File: src/rtl/lcd_text_functions_pkg.sv
// lcd_text_functions_pkg: conversions between hex nibbles and ASCII characters
package lcd_text_functions_pkg;
    function automatic logic [7:0] ascii_of_hdigit(input logic [3:0] i_d);
        return (i_d < 4'd10) ? 8'h30 + {4'h0, i_d} : 8'h37 + {4'h0, i_d};
    endfunction
    // {valid, nibble}; accepts 0-9, A-F, a-f only
    function automatic logic [4:0] ascii_to_hdigit(input logic [7:0] i_c);
        return (i_c >= 8'h30 && i_c <= 8'h39) ? {1'b1, i_c[3:0]} :
               ((i_c >= 8'h41 && i_c <= 8'h46) || (i_c >= 8'h61 && i_c <= 8'h66)) ? {1'b1, i_c[3:0] + 4'd9} :
               5'h00;
    endfunction
endpackage

File: src/rtl/sf_ascii_cmd_pkg.sv
// sf_ascii_cmd_pkg: command parser state encoding and ASCII control characters
package sf_ascii_cmd_pkg;
    typedef enum logic [2:0] {
        ST_IDLE,
        ST_PAT_ARG,
        ST_PAT_END,
        ST_ADDR_ARG,
        ST_GO_END,
        ST_DISCARD
    } t_cmd_state;
    localparam logic [7:0] CR = 8'h0D;
    localparam logic [7:0] LF = 8'h0A;
    localparam logic [7:0] SP = 8'h20;
endpackage

File: src/rtl/sf_ascii_to_testing.sv
// sf_ascii_to_testing: parses UART command lines into tester address, pattern and go pulses
module sf_ascii_to_testing
    import sf_ascii_cmd_pkg::*, lcd_text_functions_pkg::*;
#(
    parameter logic [7:0] parm_pattern_startval_a = 8'h00,
    parameter logic [7:0] parm_pattern_startval_b = 8'h00,
    parameter logic [7:0] parm_pattern_startval_c = 8'h00,
    parameter logic [7:0] parm_pattern_startval_d = 8'h00,
    parameter logic [7:0] parm_pattern_incrval_a  = 8'h01,
    parameter logic [7:0] parm_pattern_incrval_b  = 8'h01,
    parameter logic [7:0] parm_pattern_incrval_c  = 8'h01,
    parameter logic [7:0] parm_pattern_incrval_d  = 8'h01
) (
    input  logic        i_clk_40mhz,
    input  logic        i_rst_40mhz,
    input  logic [7:0]  i_rx_data,
    input  logic        i_rx_valid,
    input  logic        i_tester_idle,
    output logic [31:0] o_addr_start,
    output logic [7:0]  o_pattern_start,
    output logic [7:0]  o_pattern_incr,
    output logic        o_cmd_addr,
    output logic        o_cmd_pattern,
    output logic        o_cmd_go,
    output logic        o_cmd_error
);
    t_cmd_state  r_state, w_state;
    logic [3:0]  r_cnt, w_cnt;
    logic [31:0] r_addr_sh, w_addr_sh, r_addr;
    logic [7:0]  r_ps_sh, w_ps_sh, r_pi_sh, w_pi_sh, r_ps, r_pi;
    logic [3:0]  r_pulse, w_pulse;
    logic [4:0]  w_hex;
    logic [7:0]  w_uc;
    logic        w_cr, w_ign;
    // pulse vector is {addr, pattern, go, error}; encodings keep it one-hot
    always_comb begin
        w_hex     = ascii_to_hdigit(i_rx_data);
        w_uc      = i_rx_data & 8'hDF;
        w_cr      = i_rx_data == CR;
        w_ign     = i_rx_data == SP || i_rx_data == LF;
        w_state   = r_state;
        w_cnt     = r_cnt;
        w_addr_sh = r_addr_sh;
        w_ps_sh   = r_ps_sh;
        w_pi_sh   = r_pi_sh;
        w_pulse   = 4'b0000;
        if (i_rx_valid && !w_ign && w_cr) begin
            w_state = ST_IDLE;
            case (r_state)
                ST_IDLE:     w_pulse = 4'b0000;
                ST_PAT_END:  w_pulse = 4'b0100;
                ST_ADDR_ARG: w_pulse = (r_cnt == 4'd8) ? 4'b1000 : 4'b0001;
                ST_GO_END:   w_pulse = i_tester_idle ? 4'b0010 : 4'b0001;
                default:     w_pulse = 4'b0001;
            endcase
        end else if (i_rx_valid && !w_ign) begin
            w_state = ST_DISCARD;
            case (r_state)
                ST_IDLE: begin
                    w_cnt     = 4'd0;
                    w_addr_sh = 32'h0;
                    w_state   = (w_uc == 8'h50) ? ST_PAT_ARG :
                                (w_uc == 8'h41) ? ST_ADDR_ARG :
                                (w_uc == 8'h47) ? ST_GO_END : ST_DISCARD;
                end
                ST_PAT_ARG: if (w_uc >= 8'h41 && w_uc <= 8'h44) begin
                    w_state = ST_PAT_END;
                    w_ps_sh = (w_uc == 8'h41) ? parm_pattern_startval_a :
                              (w_uc == 8'h42) ? parm_pattern_startval_b :
                              (w_uc == 8'h43) ? parm_pattern_startval_c : parm_pattern_startval_d;
                    w_pi_sh = (w_uc == 8'h41) ? parm_pattern_incrval_a :
                              (w_uc == 8'h42) ? parm_pattern_incrval_b :
                              (w_uc == 8'h43) ? parm_pattern_incrval_c : parm_pattern_incrval_d;
                end
                ST_ADDR_ARG: if (w_hex[4] && r_cnt != 4'd8) begin
                    w_state   = ST_ADDR_ARG;
                    w_cnt     = r_cnt + 4'd1;
                    w_addr_sh = {r_addr_sh[27:0], w_hex[3:0]};
                end
                default: w_state = ST_DISCARD;
            endcase
        end
    end
    always_ff @(posedge i_clk_40mhz or negedge i_rst_40mhz) begin
        if (!i_rst_40mhz) begin
            r_state   <= ST_IDLE;
            r_cnt     <= 4'd0;
            r_addr_sh <= 32'h0;
            r_ps_sh   <= 8'h00;
            r_pi_sh   <= 8'h00;
            r_pulse   <= 4'b0000;
            r_addr    <= 32'h0;
            r_ps      <= parm_pattern_startval_a;
            r_pi      <= parm_pattern_incrval_a;
        end else begin
            r_state   <= w_state;
            r_cnt     <= w_cnt;
            r_addr_sh <= w_addr_sh;
            r_ps_sh   <= w_ps_sh;
            r_pi_sh   <= w_pi_sh;
            r_pulse   <= w_pulse;
            if (w_pulse[3]) r_addr <= r_addr_sh;
            if (w_pulse[2]) begin
                r_ps <= r_ps_sh;
                r_pi <= r_pi_sh;
            end
        end
    end
    assign o_addr_start    = r_addr;
    assign o_pattern_start = r_ps;
    assign o_pattern_incr  = r_pi;
    assign o_cmd_addr      = r_pulse[3];
    assign o_cmd_pattern   = r_pulse[2];
    assign o_cmd_go        = r_pulse[1];
    assign o_cmd_error     = r_pulse[0];
endmodule
File: config.mk
export PLATFORM = sky130hd
export DESIGN_NAME = sf_ascii_to_testing
export DESIGN_NICKNAME = d
export VERILOG_FILES = /design/src/rtl/lcd_text_functions_pkg.sv /design/src/rtl/sf_ascii_cmd_pkg.sv /design/src/rtl/sf_ascii_to_testing.sv
export SDC_FILE = /design/constraint.sdc
export NUM_CORES = 1
export LEC_CHECK = 0
export ABC_AREA = 0
export CORE_MARGIN = 5
export CORE_UTILIZATION = 56
export DETAILED_ROUTE_END_ITERATION = 10
export HOLD_SLACK_MARGIN = 0.15
export PLACE_DENSITY = 0.84
export SETUP_SLACK_MARGIN = 0.3
export SYNTH_ARGS = -nofsm -noshare
export SYNTH_HDL_FRONTEND = slang
export SYNTH_SLANG_ARGS = --single-unit
File: constraint.sdc
create_clock -name i_clk_40mhz -period 4.55 [get_ports i_clk_40mhz]
set_input_delay 1.1375 -clock i_clk_40mhz [delete_from_list [all_inputs] [get_ports i_clk_40mhz]]
set_output_delay 1.1375 -clock i_clk_40mhz [all_outputs]
set_load 0.01 [all_outputs]
==> results.py <==
metrics = {
    "synth": {
        "syn-cell-area_um2": 3551,
        "yosysMostFrequentCell": "dfrtp_1",
        "synth-edff-count": 0,
        "synth_common_cells": "76 x dfrtp_1, 35 x a22o_1, 29 x mux2_4",
        "async_flop_share_pct": 100.0,
        "syn-instance-count": 265,
        "synth_cell_types": 49,
        "synth.area.top_cells": "dfrtp_1 54%, mux2_4 12%, a22o_1 8.6%",
        "avgSynthCellArea_um2": 13.40,
        "synthFlopType": "dfrtp_1",
        "seq_area_frac_synth_pct": 54.30,
        "yosys.area.top_type": "dfrtp_1",
        "synth_top_area_share_pct": 53.56,
        "yosysWarnings": 0,
        "synth-seq-cells": 77,
    },
    "pwr": {
        "p_leak_uw": 0.002039,
        "power_density_nw_per_um2": 296.8,
        "ir_drop_v": 0.0001929,
    },
    "floorplanning": {
        "die-height_um": 89.63,
        "fp-row-count": 29,
        "start_util_pct": 56.90,
        "ioPinCount": 64,
        "die_w_um": 89.63,
        "dieArea_um2": 8034,
        "core_area_um2": 6241,
    },
    "routing": {
        "wirelength_um": 6449,
        "drt_iter0_markers": 93,
        "dr_total_vias": 2176,
        "via_per_inst": 5.565,
        "drc_errors": 0,
        "antenna_left": 0,
        "wl_per_cell_um": 16.49,
        "first_pass_iters": 4,
    },
    "sta": {
        "grt_setup_unrepaired": "no",
        "timing.final.crit_share_pct": 79.53,
        "setup_viol": 0,
        "timing.fmax_mhz": 276.4,
        "setup_slack_ns": 0.9315,
        "tns_ns": 0,
        "worst_pin_slew_ns": 1.032,
        "fin_skew_ns": 0.01052,
        "finalHoldViolations": 0,
        "slew_violations": 0,
        "post-route-min-period_ns": 3.618,
        "slew_headroom_pct": 31.20,
    },
    "job": {
        "drv_cap": 0,
    },
    "hold_path": {
        "worst_hold_path_type": "reg2reg",
    },
    "clock_tree": {
        "cts.sink_count": 77,
        "cts_buffers": 9,
        "ctsHoldBuffers": 0,
        "clockBufferDepth": 2,
        "ctsHtreeMaxLevel": 3,
        "post_cts_buffers": 0,
        "clkTransAtPathRegs_ns": 0.08,
        "root_buffer": "clkbuf_8",
        "cts_resized": 0,
        "clkLatencyLatePin_ns": 0.34,
        "cts_tree": "done",
    },
    "placement": {
        "dpl.hpwl_um": 4281,
        "gp_congestion": 0.8749,
        "io_buffers": 48,
        "dpl.cell_count": 375,
        "place_ws_ns": 0.5800,
    },
    "setup_path": {
        "cp.arrival_ns": 3.84,
        "required_ns": 4.77,
        "slowest_delay_ns": 0.97,
        "path_cells": "clkdlybuf4s50_1 > inv_1 > ha_1 > and3_1 > nand3_1 > or3_2 > mux2_1",
        "crit_path_top_delay_cell": "or3_2",
        "worstSetupStartpointType": "input port",
        "critical_path.max_fanout": 33,
        "crit_type": "in2reg",
        "end_kind": "flop",
    },
    "final_layout": {
        "final_cells": 391,
        "final_layout_size_suffix_gt1_share_pct": 18.79,
        "area_growth_pct": 17.65,
        "fillers": 447,
        "fin_nets": 327,
        "antenna_cells": 0,
    },
    "global_route": {
        "grt_pass1_vias": 2146,
        "gr-total-overflow": 0,
        "antenna_found_initial": 0,
        "grt_pass1_wl_um": 10730,
        "grt_max_degree": 78,
        "grt_util_all_layers_pct": 17.51,
    },
    "run_status": {
        "outcome": "complete, no violations",
    },
}
[power by group]
group	internal (µW)	switching, µW	total, µW
sequential	685	2.84	688
combinational	17.8	35.6	53.5
clock	254	245	498
[cells by family (layout without fill, tap and decap cells)]
| logic type | count (synthesis) | in the layout | share of synthesized area [%] |
|---|---|---|---|
| flops | 77 | 77 | 54.30 |
| buf+inv | 39 | 74 | 7.012 |
| fa+ha+maj | 6 | 6 | 2.114 |
| other cells | 1 | 15 | 0.1056 |
| compound gates | 63 | 63 | 14.09 |
| mux | 37 | 37 | 14.76 |
| simple gates | 42 | 42 | 7.611 |
[per-stage QoR]
stage	hold slack [ns]	power [µW]	utilization (%)	cell area, µm²
after floorplan	0.4375	734.2	-	3603
after global routing	0.5262	1292	66.94	4178
final	0.4748	1240	66.94	4178
after CTS	0.4778	1250	66.94	4178
after global placement	0.4611	753.6	63.89	3988
after detailed placement	0.4618	754.9	63.89	3988
[placed cells by master (no fill, tap or decap), drive strengths merged, types with 2 or more instances in the layout]
cell	netlist	routed
dfrtp	76	76
nand2b	3	3
or3	4	4
nor2b	3	3
a21oi	7	7
o21a	2	2
nor3	5	5
mux2	36	36
or4b	2	2
clkbuf	4	10
a22o	35	35
nor2	3	3
nand3	6	6
nor3b	2	2
o21ai	6	6
buf	27	3
o211ai	3	3
clkinv	0	4
conb	1	15
clkdlybuf4s50	0	47
nor4	2	2
ha	6	6
nand3b	2	2
o21bai	2	2
nand2	4	4
a21o	2	2
inv	8	9
[worst paths after layout]
check / cells past startpoint / start / end / slack [ns]
setup / recovery: 7 / i_rx_data[1] / o_addr_start[12] / 0.93
hold / removal: 1 / r_pi_sh[0] / r_pi_sh[0] / 0.47
setup reg to reg: 4 / r_state[1] / o_addr_start[12] / 2.20
hold reg to reg: 1 / r_pi_sh[0] / r_pi_sh[0] / 0.47
max in group asynchronous: 1 / i_rst_40mhz / r_state[2] / 3.01
min in group asynchronous: 1 / i_rst_40mhz / o_addr_start[18] / 0.94
[layout make-up]
| cell class | instances | area, µm² | area share [%] |
|---|---|---|---|
| Inverter | 8 | 30.03 | 0.7188 |
| Multi-Input combinational cell | 163 | 1428 | 34.17 |
| Clock buffer | 10 | 127.6 | 3.055 |
| Timing Repair Buffer | 50 | 505.5 | 12.10 |
| Tap cell | 77 | 96.34 | 2.306 |
| Sequential cell | 77 | 1928 | 46.15 |
| Clock inverter | 6 | 62.56 | 1.497 |
[critical path, delay by kind of cell]
kind          cells  cell delay (ns)
fa+ha+maj         1             0.27
buf+inv           2             0.63
mux               1             0.47
simple gates      3             1.31
[sequential cells by signal, summed over array words and instances (netlist names)]
name and count:
o_addr_start 32, r_pulse 4, r_pi_sh 1, r_addr_sh 32
r_cnt 4, o_pattern_incr 1, r_state 3
[metal layers]
| layer | share of wire, % | track usage [%] | vias to the layer above |
|---|---|---|---|
| li1 | - | - | 1032 |
| met1 | 46 | 25.10 | 1074 |
| met3 | 5.3 | 4.288 | 7 |
| met5 | 0 | 0 | - |
| met4 | 1.3 | 4.871 | 0 |
| met2 | 47 | 26.73 | 63 |
Note: power is estimated with default switching activity, not from simulation.
